File: src/rtl/serv_alu_pkg.sv
// Shared encodings, state type and beat-counter sizing for serv_alu_wide.
// Optional shift datapath is selected with SERV_ALU_SHIFT_EN (see serv_alu_wide).
package serv_alu_pkg;

    localparam logic [2:0] ALU_RESULT_ADD = 3'd0;
    localparam logic [2:0] ALU_RESULT_SR  = 3'd1;
    localparam logic [2:0] ALU_RESULT_LT  = 3'd2;
    localparam logic [2:0] ALU_RESULT_XOR = 3'd3;
    localparam logic [2:0] ALU_RESULT_OR  = 3'd4;
    localparam logic [2:0] ALU_RESULT_AND = 3'd5;

    localparam logic ALU_CMP_EQ = 1'b0;
    localparam logic ALU_CMP_LT = 1'b1;

    typedef enum logic [1:0] {
        ST_IDLE = 2'd0,
        ST_LOAD = 2'd1,
        ST_OUT  = 2'd2
    } alu_state_e;

    // Width of the beat counter; never narrower than one bit.
    function automatic int beat_cnt_w(input int xlen, input int w);
        int n;
        n = xlen / w;
        return (n > 1) ? $clog2(n) : 1;
    endfunction

endpackage

File: src/rtl/serv_alu_slice_add.sv
// W-bit adder slice with a registered carry between beats.
// Carry-in comes from i_cin on the first beat, from the stored carry afterwards.
module serv_alu_slice_add
    import serv_alu_pkg::*;
#(
    parameter int W = 1
) (
    input  logic         clk,
    input  logic         i_rst,
    input  logic         i_clr,
    input  logic         i_en,
    input  logic         i_first,
    input  logic         i_cin,
    input  logic [W-1:0] i_a,
    input  logic [W-1:0] i_b,
    output logic [W-1:0] o_sum,
    output logic         o_cout
);

    logic         r_carry;
    logic         w_cin;
    logic [W:0]   w_full;

    assign w_cin  = i_first ? i_cin : r_carry;
    assign w_full = {1'b0, i_a} + {1'b0, i_b} + {{W{1'b0}}, w_cin};
    assign o_sum  = w_full[W-1:0];
    assign o_cout = w_full[W];

    always_ff @(posedge clk) begin
        if (i_rst || i_clr) begin
            r_carry <= 1'b0;
        end else if (i_en) begin
            r_carry <= w_full[W];
        end
    end

endmodule

File: src/rtl/serv_alu_wide.sv
// Multi-bit-per-beat serv ALU: W bits per beat, LSB first, XLEN/W beats per phase.
// Define SERV_ALU_SHIFT_EN to build the shift register and the SR output phase.
//
// state | meaning
// IDLE  | waiting for i_start; controls latched on acceptance
// LOAD  | operands consumed each beat; ADD/XOR/OR/AND stream out here
// OUT   | SR/LT result word emitted from captured state
module serv_alu_wide
    import serv_alu_pkg::*;
#(
    parameter int W    = 1,
    parameter int XLEN = 32
) (
    input  logic         clk,
    input  logic         i_rst,
    input  logic         i_start,
    input  logic [2:0]   i_rd_sel,
    input  logic         i_sub,
    input  logic         i_cmp_sel,
    input  logic         i_cmp_neg,
    input  logic         i_cmp_uns,
    input  logic         i_sh_right,
    input  logic         i_sh_signed,
    input  logic [W-1:0] i_rs1,
    input  logic [W-1:0] i_op_b,
    output logic [W-1:0] o_rd,
    output logic         o_rd_valid,
    output logic         o_cmp,
    output logic         o_busy,
    output logic         o_done
);

    localparam int NB = XLEN / W;
    localparam int CW = beat_cnt_w(XLEN, W);
    localparam logic [1:0] S_IDLE = ST_IDLE;
    localparam logic [1:0] S_LOAD = ST_LOAD;
    localparam logic [1:0] S_OUT  = ST_OUT;
`ifdef SERV_ALU_SHIFT_EN
    localparam bit SHIFT_EN = 1'b1;
`else
    localparam bit SHIFT_EN = 1'b0;
`endif

    logic [1:0]    r_state;
    logic [CW-1:0] r_cnt;
    logic [2:0]    r_rd_sel;
    logic          r_sub, r_cmp_sel, r_cmp_neg, r_cmp_uns, r_two_phase;
    logic          r_eq, r_lt;

    logic          w_start, w_load, w_out, w_first, w_last;
    logic [W-1:0]  w_add_sum, w_cmp_sum_unused, w_sh_slice, w_lt_slice;
    logic          w_add_cout_unused, w_cmp_cout;
    logic          w_eq_now, w_lt_now, w_eq, w_lt;

    assign w_start = (r_state == S_IDLE) & i_start;
    assign w_load  = (r_state == S_LOAD);
    assign w_out   = (r_state == S_OUT);
    assign w_first = (r_cnt == '0);
    assign w_last  = (r_cnt == CW'(NB - 1));

    serv_alu_slice_add #(.W(W)) u_add (
        .clk     (clk),
        .i_rst   (i_rst),
        .i_clr   (w_start),
        .i_en    (w_load),
        .i_first (w_first),
        .i_cin   (r_sub),
        .i_a     (i_rs1),
        .i_b     (r_sub ? ~i_op_b : i_op_b),
        .o_sum   (w_add_sum),
        .o_cout  (w_add_cout_unused)
    );

    // Compare chain always subtracts, independent of the result adder.
    serv_alu_slice_add #(.W(W)) u_cmp (
        .clk     (clk),
        .i_rst   (i_rst),
        .i_clr   (w_start),
        .i_en    (w_load),
        .i_first (w_first),
        .i_cin   (1'b1),
        .i_a     (i_rs1),
        .i_b     (~i_op_b),
        .o_sum   (w_cmp_sum_unused),
        .o_cout  (w_cmp_cout)
    );

    assign w_eq_now = (w_first ? 1'b1 : r_eq) & (i_rs1 == i_op_b);
    assign w_lt_now = (!r_cmp_uns && (i_rs1[W-1] != i_op_b[W-1])) ? i_rs1[W-1] : ~w_cmp_cout;
    assign w_eq     = w_load ? w_eq_now : r_eq;
    assign w_lt     = w_load ? w_lt_now : r_lt;

`ifdef SERV_ALU_SHIFT_EN
    localparam int IW = $clog2(XLEN);
    localparam logic [XLEN-1:0] ONES = '1;
    logic [XLEN-1:0] r_sh;
    logic [4:0]      r_shamt, w_shamt_nxt;
    logic            r_sh_right, r_sh_signed, w_fill;
    logic [XLEN-1:0] w_sh_word;

    always_comb begin
        w_shamt_nxt = r_shamt;
        for (int i = 0; i < W; i++) begin
            if (int'(r_cnt) * W + i < 5) w_shamt_nxt[3'(int'(r_cnt) * W + i)] = i_op_b[i];
        end
    end

    always_ff @(posedge clk) begin
        if (i_rst) begin
            r_sh        <= '0;
            r_shamt     <= '0;
            r_sh_right  <= 1'b0;
            r_sh_signed <= 1'b0;
        end else if (w_start) begin
            r_sh_right  <= i_sh_right;
            r_sh_signed <= i_sh_signed;
        end else if (w_load) begin
            r_sh    <= {i_rs1, r_sh[XLEN-1:W]};
            r_shamt <= w_shamt_nxt;
        end
    end

    assign w_fill     = r_sh_signed & r_sh_right & r_sh[XLEN-1];
    assign w_sh_word  = r_sh_right ? ((r_sh >> r_shamt) | (w_fill ? ~(ONES >> r_shamt) : '0))
                                   : (r_sh << r_shamt);
    assign w_sh_slice = w_sh_word[IW'(int'(r_cnt) * W) +: W];
`else
    logic w_sh_ctl_unused;
    assign w_sh_ctl_unused = i_sh_right ^ i_sh_signed;
    assign w_sh_slice      = '0;
`endif

    always_comb begin
        w_lt_slice    = '0;
        w_lt_slice[0] = w_first & r_lt;
    end

    always_comb begin
        o_rd       = '0;
        o_rd_valid = 1'b0;
        if (w_load && !r_two_phase) begin
            o_rd_valid = 1'b1;
            case (r_rd_sel)
                ALU_RESULT_ADD: o_rd = w_add_sum;
                ALU_RESULT_XOR: o_rd = i_rs1 ^ i_op_b;
                ALU_RESULT_OR:  o_rd = i_rs1 | i_op_b;
                ALU_RESULT_AND: o_rd = i_rs1 & i_op_b;
                default:        o_rd = '0;
            endcase
        end else if (w_out) begin
            o_rd_valid = 1'b1;
            o_rd       = (r_rd_sel == ALU_RESULT_LT) ? w_lt_slice : w_sh_slice;
        end
    end

    assign o_busy = (r_state != S_IDLE);
    assign o_done = (w_load & w_last & ~r_two_phase) | (w_out & w_last);
    assign o_cmp  = o_done & (r_cmp_neg ^ ((r_cmp_sel == ALU_CMP_LT) ? w_lt : w_eq));

    always_ff @(posedge clk) begin
        if (i_rst) begin
            r_state     <= S_IDLE;
            r_cnt       <= '0;
            r_rd_sel    <= ALU_RESULT_ADD;
            r_sub       <= 1'b0;
            r_cmp_sel   <= 1'b0;
            r_cmp_neg   <= 1'b0;
            r_cmp_uns   <= 1'b0;
            r_two_phase <= 1'b0;
            r_eq        <= 1'b0;
            r_lt        <= 1'b0;
        end else begin
            case (r_state)
                S_IDLE: begin
                    if (i_start) begin
                        r_state     <= S_LOAD;
                        r_cnt       <= '0;
                        r_rd_sel    <= i_rd_sel;
                        r_sub       <= i_sub;
                        r_cmp_sel   <= i_cmp_sel;
                        r_cmp_neg   <= i_cmp_neg;
                        r_cmp_uns   <= i_cmp_uns;
                        r_two_phase <= (i_rd_sel == ALU_RESULT_LT) |
                                       (SHIFT_EN & (i_rd_sel == ALU_RESULT_SR));
                    end
                end
                S_LOAD: begin
                    r_cnt <= r_cnt + 1'b1;
                    r_eq  <= w_eq_now;
                    if (w_last) begin
                        r_lt    <= w_lt_now;
                        r_cnt   <= '0;
                        r_state <= r_two_phase ? S_OUT : S_IDLE;
                    end
                end
                S_OUT: begin
                    r_cnt <= r_cnt + 1'b1;
                    if (w_last) begin
                        r_cnt   <= '0;
                        r_state <= S_IDLE;
                    end
                end
                default: r_state <= S_IDLE;
            endcase
        end
    end

endmodule

File: config.mk
export PLATFORM = sky130hd
export DESIGN_NAME = serv_alu_wide
export DESIGN_NICKNAME = d
export VERILOG_FILES = /design/src/rtl/serv_alu_pkg.sv /design/src/rtl/serv_alu_slice_add.sv /design/src/rtl/serv_alu_wide.sv
export SDC_FILE = /design/constraint.sdc
export NUM_CORES = 1
export LEC_CHECK = 0
export BUFFER_PORTS_ARGS = -buffer_cell sky130_fd_sc_hd__buf_2
export CORE_MARGIN = 3
export CORE_UTILIZATION = 49
export DETAILED_ROUTE_END_ITERATION = 6
export PLACE_DENSITY = 0.74
export SYNTH_ARGS = -nofsm -noshare
export SYNTH_HDL_FRONTEND = slang
export SYNTH_SLANG_ARGS = --single-unit
File: constraint.sdc
create_clock -name clk -period 2.4 [get_ports clk]
set_input_delay 0.24 -clock clk [delete_from_list [all_inputs] [get_ports clk]]
set_output_delay 0.24 -clock clk [all_outputs]
set_load 0.005 [all_outputs]
==> results of run 1 <==
worst min-delay path: stages:
cell	delay, ns
buf_2	0.09
nand2_1	0.04
a21oi_1	0.05
stage by stage:
stage | hold slack, ns | total power [uW] | area (um2) | setup WS [ns]
final | 0.170 | 682 | 1370 | -0.386
after global routing | 0.176 | 722 | 1370 | -0.477
after CTS | 0.163 | 687 | 1370 | -0.404
after detailed placement | 0.469 | 515 | 1310 | -0.0930
after global placement | 0.459 | 509 | 1310 | -0.0737
after floorplan | 0.376 | 465 | 1160 | 0.0360
routing by layer:
layer	track usage	part of all wire	vias to the layer above
met2	0.351	0.50	11
met4	0.0723	0.0073	0
li1	-	-	539
met5	0	0	-
met1	0.225	0.47	496
met3	0.0249	0.026	2
area by class of cell:
cell class / instances / area, um2 / area share
inverters: 8 / 30.0 / 0.0219
clock inverters: 1 / 5.00 / 0.00364
well taps: 27 / 33.8 / 0.0246
flip-flops and latches: 19 / 383 / 0.279
repair buffers: 24 / 140 / 0.102
multi-input cells: 105 / 759 / 0.553
clock buffers: 3 / 22.5 / 0.0164
cells by family (layout without fill, tap and decap cells):
logic type / count (synthesis) / after routing / share of synthesized area
simple gates: 54 / 54 / 0.246
compound gates: 38 / 38 / 0.226
flops: 19 / 19 / 0.338
buf+inv: 12 / 36 / 0.0467
fa+ha+maj: 10 / 10 / 0.118
mux: 2 / 2 / 0.0178
xor+xnor: 1 / 1 / 0.00779
worst max path at each step:
| stage | to | cells after the start | slack [ns] | start |
|---|---|---|---|---|
| final | o_cmp | 10 | -0.39 | r_cnt[0] |
| after global routing | o_cmp | 10 | -0.48 | r_cnt[0] |
| after CTS | o_cmp | 10 | -0.40 | r_cnt[0] |
| after detailed placement | o_cmp | 10 | -0.09 | r_cnt[0] |
| after global placement | o_cmp | 10 | -0.07 | r_cnt[0] |
| after floorplan | o_cmp | 9 | 0.04 | r_cnt[0] |
where the power goes:
group	leakage [uW]	internal, uW	switching (uW)	total [uW]
registers	0.000156	332	13.9	345
clock network	0.0000177	61.9	100	162
logic	0.000406	81.2	93.5	175
repair_timing:
item / 4_1_cts / 5_1_grt
gates resized for setup: 8 / 1
endpoints found under the setup margin: 2 / 2
buffers inserted: 1 / 0
pin swaps: 3 / 0
cell usage in the layout, fill, tap and decap left out, types with 2 or more instances in the layout:
master and n:
a32oi_1 2, o21ai_0 3, ha_1 7, o211ai_1 2, nor2_1 13, a21oi_1 15, inv_2 2, dfxtp_2 2
a2111oi_0 2, nor4b_1 2, nand2b_1 3, buf_2 16, or2_2 2, nand2_1 17, nor2b_1 3, clkbuf_4 3
buf_4 8, dfxtp_1 17, inv_1 6, ha_4 2, o21a_1 2
==> results.txt, run 1 <==
----------------------------------------------------
[Yosys]
  Mapped Cells ... 136
  Ys async rst share ... 0
  Share of the synthesized area in the top cell type ... 0.338
  Top cell types by occurrence after synthesis ... dfxtp_1 (19), nand2_1 (17), a21oi_1 (15), nor2_1 (13), ha_1 (9)
  Count of distinct cell types in the synthesized netlist ... 42
  Warnings from Yosys ... 0
  Flip-flop and latch count after synthesis ... 19
  Library cell with the highest instance count after synthesis ... dfxtp_1
  Cell area after synthesis ... 1120 um2
  Top flip-flop cell by instance count after synthesis ... dfxtp_1
  Synthesized area per cell ... 8.27 um2
  Sequential fraction of the synthesis area ... 0.338
  Count of flip-flops with a built-in enable after synthesis ... 0
  Mapped Nets ... 160
  Ranking of synthesized cells by area ... dfxtp_1 (34%), ha_1 (10%), a21oi_1 (6.7%)
  Post-synthesis cell type with the largest combined area ... dfxtp_1

[Worst setup path]
  Reg-to-reg startpoint ... r_cnt[0]
  Worst Setup End Kind ... output pin
  Worst Path Class, Setup ... reg2out
  Reg2Reg Setup Slack ... 0.34 ns
  Slowest library cell on the worst path ... or3_1
  Terminus of the critical flop-to-flop path ... r_cnt[2]
  Biggest cell delay along the critical path ... 0.36 ns
  Critical Path Source Type ... flop
  CP Data Arrival Time ... 2.55 ns
  Worst path bufs/invs ... 2
  Most numerous cell on the critical path ... ha_4
  Largest delay contributor family on the critical path ... simple AND/OR/NAND/NOR gates
  Maximum fanout along the worst path ... 2
  Worst endpoint required time ... 2.16 ns
  Crit path cell chain ... inv_2 -> ha_4 -> nor4b_4 -> or2_4 -> ha_4 -> nor2b_4 -> o311a_1 -> o2111a_1 -> or3_1 -> buf_2
  Reg2reg path depth ... 7

[Power and ir drop]
  Peak supply drop ... 0.322 mV
  Static leakage ... 0.000579 uW
  Total power divided by cell area ... 496 nW/um2

[Timing]
  Timing-limited maximum frequency ... 359 MHz
  Total count of max-transition violations in the final report ... 0
  Setup repair after global routing missed its margin ... yes
  Share of the cycle needed by the critical path after routing ... 1.16
  Final WS setup ... -0.386 ns
  Slew HR ... 0.723
  Setup TNS Final ... -0.710 ns
  Post-route minimum period ... 2.79 ns
  Final setup fails ... 2
  Transition time at the pin with the least slew margin ... 0.416 ns
  Final Hold Fails ... 0
  Worst Skew ... 0.00275 ns

[Finish]
  Register bank with the most flops ... r_cnt
  Area grow syn2layout ... 22.1%
  Util after Layout ... 0.666
  Post-route insts no fill ... 187
  Layout cell share with drive strength beyond 1 ... 0.263
  Nets ... 185
  Largest regs ... r_cnt (5), r_rd_sel (3), r_state (2)
  Antenna diode count ... 0
  Filler cell count in the final layout ... 189
  Flip-flop count of the largest register after layout ... 5

[Route]
  Detailed Route WL ... 2480 um
  Mean number of vias per cell ... 5.60
  TritonRoute pass-1 iters ... 4
  Remaining routing DRC violations ... 0
  DRC marker count from the first detailed-route iteration ... 19
  Remaining antenna violation count after routing ... 0
  Wire length per cell after detailed routing ... 13.3 um
  Vias post-DR ... 1,048

[Hold path]
  Worst Hold Class ... in2reg
  Min-Delay Endpoint ... r_cmp_uns
  Number of cells traversed by the worst hold path ... 3
  Hold_sp ... i_cmp_uns

[Floorplan]
  Horizontal extent of the die ... 53.9 um
  Number of ports placed on the die boundary ... 19
  Std cell rows ... 16
  Starting utilization of the core area ... 0.546
  Area inside the core boundary ... 2060 um2
  Die outline area ... 2910 um2
  Die boundary height ... 53.9 um

[Job]
  Number of maximum-capacitance violations ... 0

[Place]
  Placed cell count ... 182
  Post-detail-place hpwl ... 1860 um
  Final estimated routing congestion in global placement ... 0.763
  Number of port buffers ... 16

[Clocking]
  Clock slew at the register clock pins of the worst setup and hold paths ... 0.11 ns
  TritonCTS Buffers ... 3
  Maximum clock path buffer count ... 2
  H-tree levels ... 1
  CTS tree ... built
  Number of sinks handled by clock tree synthesis ... 19
  Clock Tree Root ... clkbuf_4
  Worst skew pair latency ... 0.29 ns
  Hold buffer count at CTS ... 0

[Global route]
  Congestion Overflow GR ... 0
  Pin count of the biggest net entering global routing ... 20
  Vias in the first global route ... 1,002
  Number of antenna violations at the first check in global routing ... 0
  Global-route wire length before repair ... 4110 um
  Global-route usage over all layers ... 0.192

[Run status]
  Outcome ... finished with violations
  Violated checks ... setup timing

----------------------------------------------------
Power figures use the tool's default switching activity.
==> run 2: changes to the inputs <==
- GPL_ROUTABILITY_DRIVEN: not set -> 1
- RECOVER_POWER: not set -> 25
==> run 2 against run 1 <==
Effect of this change:
- the run still ends with setup timing left
- design area did not move
- cell count did not move
- combinational power barely moved
- first-iteration DRC count fell by 5.3%
- largest power group unchanged
==> results.txt, run 2 (synthesized netlist as in run 1, its figures left out) <==
----------------------------------------------------
[Run status]
  Outcome ... finished with violations (unchanged)
  Violated checks ... setup timing (unchanged)

[Power and ir drop]
  Cell-internal power ... 475 uW (about the same)
  Fraction of power spent switching nets ... 0.305 (was 0.304)
  Register share of total power ... 0.506 (about the same)
  Net load switching power ... 208 uW (was 207 uW)
  Total power divided by cell area ... 497 nW/um2 (was 496 nW/um2)
  Portion of total power attributed to combinational logic ... 0.256 (about the same)
  Static leakage ... 0.000579 uW (about the same)
  Total power draw ... 683 uW (was 682 uW)
  Peak supply drop ... 0.323 mV (was 0.322 mV)
  Clock share of power ... 0.238 (was 0.237)

[Global route]
  Global-route wire length before repair ... 4110 um (unchanged)
  Pin count of the biggest net entering global routing ... 20 (unchanged)
  Global-route usage over all layers ... 0.192 (unchanged)
  Congestion Overflow GR ... 0 (unchanged)
  Vias in the first global route ... 1,002 (unchanged)
  Number of antenna violations at the first check in global routing ... 0 (unchanged)

[Timing]
  Share of the cycle needed by the critical path after routing ... 1.17 (was 1.16)
  Transition time at the pin with the least slew margin ... 0.595 ns (was 0.416 ns)
  Post-route minimum period ... 2.80 ns (was 2.79 ns)
  Setup TNS Final ... -0.720 ns (was -0.710 ns)
  Setup repair after global routing missed its margin ... yes (unchanged)
  Total count of max-transition violations in the final report ... 0 (unchanged)
  Worst Skew ... 0.00218 ns (was 0.00275 ns)
  Final setup fails ... 2 (unchanged)
  Slew HR ... 0.603 (was 0.723)
  Timing-limited maximum frequency ... 358 MHz (was 359 MHz)
  Final WS setup ... -0.397 ns (was -0.386 ns)
  Final Hold Fails ... 0 (unchanged)

[Clocking]
  Maximum clock path buffer count ... 2 (unchanged)
  Worst skew pair latency ... 0.29 ns (about the same)
  TritonCTS Buffers ... 3 (unchanged)
  H-tree levels ... 1 (unchanged)
  Hold buffer count at CTS ... 0 (unchanged)
  Clock Tree Root ... clkbuf_4 (unchanged)
  Number of sinks handled by clock tree synthesis ... 19 (unchanged)
  Clock slew at the register clock pins of the worst setup and hold paths ... 0.11 ns (about the same)
  CTS tree ... built (unchanged)

[Route]
  Mean number of vias per cell ... 5.60 (unchanged)
  Detailed Route WL ... 2490 um (was 2480 um)
  DRC marker count from the first detailed-route iteration ... 18 (was 19)
  Remaining routing DRC violations ... 0 (unchanged)
  TritonRoute pass-1 iters ... 4 (unchanged)
  Remaining antenna violation count after routing ... 0 (unchanged)
  Wire length per cell after detailed routing ... 13.3 um (about the same)
  Vias post-DR ... 1,048 (unchanged)

[Worst setup path]
  Most numerous cell on the critical path ... ha_4 (unchanged)
  Crit path cell chain ... inv_2 -> ha_4 -> nor4b_4 -> or2_4 -> ha_4 -> nor2b_4 -> o311a_1 -> o2111a_1 -> or3_1 -> buf_2 (unchanged)
  CP Data Arrival Time ... 2.56 ns (was 2.55 ns)
  Worst Setup End Kind ... output pin (unchanged)
  Reg2reg path depth ... 7 (unchanged)
  Worst endpoint required time ... 2.16 ns (about the same)
  Worst Path Class, Setup ... reg2out (unchanged)
  Critical Path Source Type ... flop (unchanged)
  Slowest library cell on the worst path ... or3_1 (unchanged)
  Maximum fanout along the worst path ... 2 (unchanged)
  Biggest cell delay along the critical path ... 0.36 ns (about the same)

[Finish]
  Area grow syn2layout ... 22.1% (unchanged)
  Commonest cells after routing, fill and taps aside ... nand2_1 (17), dfxtp_1 (17), buf_2 (16) (unchanged)
  Antenna diode count ... 0 (unchanged)
  Nets ... 185 (unchanged)
  Layout cell share with drive strength beyond 1 ... 0.263 (unchanged)
  Util after Layout ... 0.666 (unchanged)
  Register bank with the most flops ... r_cnt (unchanged)
  Flip-flop count of the largest register after layout ... 5 (unchanged)
  Largest regs ... r_cnt (5), r_rd_sel (3), r_state (2) (unchanged)

[Place]
  Post-detail-place hpwl ... 1860 um (unchanged)
  Number of port buffers ... 16 (unchanged)
  Final estimated routing congestion in global placement ... 0.763 (unchanged)

[Floorplan]
  Area inside the core boundary ... 2060 um2 (unchanged)
  Starting utilization of the core area ... 0.546 (unchanged)
  Horizontal extent of the die ... 53.9 um (unchanged)
  Die outline area ... 2910 um2 (unchanged)
  Die boundary height ... 53.9 um (unchanged)
  Std cell rows ... 16 (unchanged)
  Number of ports placed on the die boundary ... 19 (unchanged)

[Hold path]
  Number of cells traversed by the worst hold path ... 3 (unchanged)
  Worst Hold Class ... in2reg (unchanged)

[Job]
  Number of maximum-capacitance violations ... 0 (unchanged)

----------------------------------------------------
[run 2: cell counts in the layout (fill, tap and decap cells not counted)]
Identical to the previous run, type by type.
[run 2: cell type report]
cell class	count	area, um2
multi-input combinational	105	759
clock buffer	3	22.5
fill	189	688
inverter	8	30.0
clock inverter	1	5.00
timing repair buffer	24	140
sequential	19	383
tap	27	33.8
[run 2: power groups by stage]
stage          logic [uW]  registers, uW  clock network, uW
2_1_floorplan         116            349                  0
3_3_place_gp          158            350                  0
3_5_place_dp          164            351                  0
4_1_cts               173            345                170
5_1_grt               198            348                176
6_report              175            345                162
[run 2: path summary, 6_finish.rpt]
kind              startpoint         to  slack (ns)
setup / recovery    r_cnt[0]      o_cmp       -0.40
hold reg to reg    r_cmp_uns  r_cmp_uns        0.48
hold / removal     i_cmp_uns  r_cmp_uns        0.17
setup reg to reg    r_cnt[0]   r_cnt[2]        0.34
[run 2: metal layers]
metal / part of all wire / wire [um] / GRT usage / vias to the layer above
met2: 0.50 / 1240 / 0.351 / 17
met4: 0.0072 / 18 / 0.0723 / 0
li1: - / - / - / 541
met3: 0.035 / 88 / 0.0249 / 2
met5: 0 / 0 / 0 / -
met1: 0.46 / 1140 / 0.225 / 488
[run 2: worst max-delay path: cells and delay by family, from the launching register on]
kind                       cells  cell delay [ns]
AOI/OAI and AO/OA              2             0.55
adders and majority gates      2             0.35
buffers and inverters          2             0.17
DFF                            1             0.35
and+or+nand+nor                4             0.84
[run 2: stage by stage]
| step | hold WS, ns | area, um2 | instances | worst slack (ns) |
|---|---|---|---|---|
| final | 0.170 | 1370 | 187 | -0.397 |
| after global routing | 0.176 | 1370 | 187 | -0.477 |
| after CTS | 0.163 | 1370 | 187 | -0.404 |
| after detailed placement | 0.469 | 1310 | 182 | -0.0930 |
| after global placement | 0.459 | 1310 | 182 | -0.0737 |
| after floorplan | 0.376 | 1160 | 136 | 0.0360 |
[run 2: repair_timing]
| action | 4_1_cts | 5_1_grt |
|---|---|---|
| resized for setup | 8 | 1 |
| pin swaps | 3 | 0 |
| gates cloned | 0 | 0 |
| setup endpoints to repair | 2 | 2 |
| buffers inserted | 1 | 0 |
==> run 3: changes to the inputs <==
- CTS_CLUSTER_DIAMETER: not set -> 30
- SYNTH_HIERARCHICAL: not set -> 1
==> run 3 against run 2 <==
Effect of this change:
- the run still ends with setup timing left
- design area decreased by 1.4%
- via count increased by 2.8%
- critical path depth decreased by 1
- routed wire length increased by 11%
- register-to-register slack got worse by 0.16 ns
- synthesized cell count decreased by 2.2%
- total power decreased by 1.2%
- cell count decreased by 0.53%
- non-clock buffer count increased by 1
- clock-buffer cell count unchanged
- clock skew decreased by 0.00091 ns
- clock power about the same
- critical path type unchanged
- critical endpoint is now o_rd
==> results.txt, run 3 <==
----------------------------------------------------
[Hold path]
  Min-Delay Endpoint ... r_cmp_uns (unchanged)
  Worst Hold Class ... in2reg (unchanged)
  Number of cells traversed by the worst hold path ... 3 (unchanged)
  Hold_sp ... i_cmp_uns (unchanged)

[Finish]
  Leading cell type in the layout, fill and taps excluded ... nand2_1
  Largest regs ... r_cnt (5), r_rd_sel (3), r_state (2) (unchanged)
  Nets ... 184 (was 185)
  Antenna diode count ... 0 (unchanged)
  Flip-flop count of the largest register after layout ... 5 (unchanged)
  Area grow syn2layout ... 19.0% (was 22.1%)
  Layout cell share with drive strength beyond 1 ... 0.289 (was 0.263)
  Util after Layout ... 0.651 (was 0.666)
  Register bank with the most flops ... r_cnt (unchanged)
  Commonest cells after routing, fill and taps aside ... nand2_1 (19), a21oi_1 (17), dfxtp_1 (17) (was nand2_1 (17), dfxtp_1 (17), buf_2 (16))

[Clocking]
  TritonCTS Buffers ... 3 (unchanged)
  Maximum clock path buffer count ... 2 (unchanged)
  Worst skew pair latency ... 0.29 ns (about the same)
  H-tree levels ... 1 (unchanged)
  Clock Tree Root ... clkbuf_4 (unchanged)
  Hold buffer count at CTS ... 0 (unchanged)
  CTS tree ... built (unchanged)
  Number of sinks handled by clock tree synthesis ... 19 (unchanged)
  Clock slew at the register clock pins of the worst setup and hold paths ... 0.11 ns (about the same)

[Route]
  Remaining routing DRC violations ... 0 (unchanged)
  Remaining antenna violation count after routing ... 0 (unchanged)
  TritonRoute pass-1 iters ... 4 (unchanged)
  Detailed Route WL ... 2750 um (was 2490 um)
  Wire length per cell after detailed routing ... 14.8 um (was 13.3 um)
  DRC marker count from the first detailed-route iteration ... 16 (was 18)
  Mean number of vias per cell ... 5.79 (was 5.60)
  Vias post-DR ... 1,077 (was 1,048)

[Yosys]
  Sequential fraction of the synthesis area ... 0.334 (was 0.338)
  Count of distinct cell types in the synthesized netlist ... 43 (was 42)
  Top cell types by occurrence after synthesis ... dfxtp_1 (19), nand2_1 (18), a21oi_1 (17), ha_1 (8), inv_1 (8) (was dfxtp_1 (19), nand2_1 (17), a21oi_1 (15), nor2_1 (13), ha_1 (9))
  Share of the synthesized area in the top cell type ... 0.334 (was 0.338)
  Post-synthesis cell type with the largest combined area ... dfxtp_1 (unchanged)
  Synthesized area per cell ... 8.56 um2 (was 8.27 um2)
  Warnings from Yosys ... 6 (was 0)
  Flip-flop and latch count after synthesis ... 19 (unchanged)
  Ranking of synthesized cells by area ... dfxtp_1 (33%), ha_1 (8.8%), a21oi_1 (7.5%) (was dfxtp_1 (34%), ha_1 (10%), a21oi_1 (6.7%))
  Mapped Nets ... 157 (was 160)
  Ys async rst share ... 0 (unchanged)
  Cell area after synthesis ... 1140 um2 (was 1120 um2)
  Library cell with the highest instance count after synthesis ... dfxtp_1 (unchanged)
  Mapped Cells ... 133 (was 136)
  Top flip-flop cell by instance count after synthesis ... dfxtp_1 (unchanged)
  Count of flip-flops with a built-in enable after synthesis ... 0 (unchanged)

[Worst setup path]
  Reg2Reg Setup Slack ... 0.18 ns (was 0.34 ns)
  Worst Setup End Kind ... output pin (unchanged)
  Critical Path Source Type ... flop (unchanged)
  Worst Path Class, Setup ... reg2out (unchanged)
  Reg-to-reg startpoint ... r_cnt[0] (unchanged)
  Maximum fanout along the worst path ... 4 (was 2)
  CP Data Arrival Time ... 2.49 ns (was 2.56 ns)
  Reg2reg path depth ... 8 (was 7)
  Terminus of the critical flop-to-flop path ... r_cnt[3] (was r_cnt[2])
  Worst endpoint required time ... 2.16 ns (about the same)

[Run status]
  Outcome ... finished with violations (unchanged)
  Violated checks ... setup timing (unchanged)

[Job]
  Number of maximum-capacitance violations ... 0 (unchanged)

[Floorplan]
  Number of ports placed on the die boundary ... 19 (unchanged)
  Die outline area ... 2940 um2 (was 2910 um2)
  Die boundary height ... 54.2 um (was 53.9 um)
  Horizontal extent of the die ... 54.2 um (was 53.9 um)
  Area inside the core boundary ... 2080 um2 (was 2060 um2)
  Std cell rows ... 16 (unchanged)
  Starting utilization of the core area ... 0.547 (was 0.546)

[Timing]
  Total count of max-transition violations in the final report ... 0 (unchanged)
  Final setup fails ... 2 (unchanged)
  Timing-limited maximum frequency ... 366 MHz (was 358 MHz)
  Setup repair after global routing missed its margin ... yes (unchanged)
  Post-route minimum period ... 2.73 ns (was 2.80 ns)
  Final Hold Fails ... 0 (unchanged)
  Share of the cycle needed by the critical path after routing ... 1.14 (was 1.17)
  Final WS setup ... -0.332 ns (was -0.397 ns)
  Worst Skew ... 0.00127 ns (was 0.00218 ns)

[Place]
  DP Worst Slack ... -0.160 ns (was -0.0930 ns)
  Final estimated routing congestion in global placement ... 0.818 (was 0.763)
  Post-detail-place hpwl ... 1940 um (was 1860 um)
  Number of port buffers ... 16 (unchanged)

[Power and ir drop]
  Net load switching power ... 208 uW (about the same)
  Peak supply drop ... 0.376 mV (was 0.323 mV)
  Fraction of power spent switching nets ... 0.308 (was 0.305)
  Portion of total power attributed to combinational logic ... 0.252 (was 0.256)
  Total power divided by cell area ... 498 nW/um2 (was 497 nW/um2)
  Static leakage ... 0.000597 uW (was 0.000579 uW)
  Register share of total power ... 0.508 (was 0.506)
  Cell-internal power ... 467 uW (was 475 uW)
  Clock share of power ... 0.239 (was 0.238)

[Global route]
  Global-route usage over all layers ... 0.205 (was 0.192)
  Number of antenna violations at the first check in global routing ... 0 (unchanged)
  Global-route wire length before repair ... 4350 um (was 4110 um)
  Pin count of the biggest net entering global routing ... 20 (unchanged)
  Congestion Overflow GR ... 0 (unchanged)
  Vias in the first global route ... 1,076 (was 1,002)

----------------------------------------------------
==> run 3: how the worst max path moves through the flow <==
stage | endpoint | start | slack [ns] | depth (start not counted)
after global placement | o_rd | r_cnt[1] | -0.13 | 9
after detailed placement | o_rd | r_cnt[1] | -0.16 | 9
after global routing | o_rd | r_cnt[1] | -0.44 | 9
after CTS | o_rd | r_cnt[0] | -0.34 | 9
final | o_rd | r_cnt[1] | -0.33 | 9
after floorplan | o_cmp | r_cnt[0] | 0.05 | 8
==> run 3: cells by family after synthesis <==
family	count (synthesis)	synth area share
flip-flops	19	0.334
multiplexers	4	0.0440
other	1	0.00329
XOR/XNOR	1	0.00769
adder cells (fa/ha/maj)	10	0.123
buffers and inverters	12	0.0451
AND/OR/NAND/NOR	49	0.244
AO/OA/AOI/OAI	37	0.199
==> run 3: worst max-delay path: stages (launching register included) <==
cell and delay, ns:
dfxtp_2 0.34, inv_2 0.07, ha_4 0.12, nor4b_4 0.34
mux2_4 0.34, fa_1 0.46, a22oi_2 0.17, o21ai_1 0.07
and3_1 0.17, buf_2 0.12
==> run 3: power by group through the flow <==
stage / Clock (uW) / Sequential, uW / Combinational [uW]
floorplan: 0 / 346 / 111
global route: 180 / 344 / 187
detailed placement: 0 / 349 / 159
CTS: 172 / 342 / 168
finish: 162 / 343 / 170
global placement: 0 / 348 / 152
==> run 3: area by class of cell <==
class | count | area (um2)
clock buffers | 3 | 22.5
clock inverters | 1 | 5.00
fillers | 185 | 727
inverters | 9 | 35.0
multi-input cells | 102 | 728
flip-flops and latches | 19 | 383
well taps | 27 | 33.8
repair buffers | 25 | 148
==> run 3: stage by stage <==
| step | total power [uW] | setup TNS [ns] | hold slack [ns] | area, um2 | instances |
|---|---|---|---|---|---|
| after CTS | 682 | -0.659 | 0.157 | 1350 | 185 |
| after global routing | 712 | -0.781 | 0.153 | 1360 | 186 |
| after global placement | 500 | -0.201 | 0.454 | 1280 | 179 |
| final | 674 | -0.600 | 0.167 | 1360 | 186 |
| after detailed placement | 508 | -0.274 | 0.465 | 1280 | 179 |
| after floorplan | 457 | 0 | 0.311 | 1140 | 133 |
==> run 3: repair_timing <==
| action | 4_1_cts | 5_1_grt |
|---|---|---|
| pin swaps | 3 | 2 |
| setup buffers | 2 | 1 |
| gates cloned | 0 | 0 |
| endpoints found under the setup margin | 2 | 2 |
| resized for setup | 9 | 1 |
| hold endpoints to repair | 0 | 0 |
==> run 3: layer usage <==
| layer | share of wire | track usage | vias up | routed length [um] |
|---|---|---|---|---|
| met2 | 0.53 | 0.376 | 36 | 1460 |
| met1 | 0.41 | 0.221 | 508 | 1130 |
| met3 | 0.042 | 0.0360 | 8 | 116 |
| met5 | 0 | 0 | - | 0 |
| met4 | 0.019 | 0.104 | 0 | 51 |
| li1 | - | - | 525 | - |
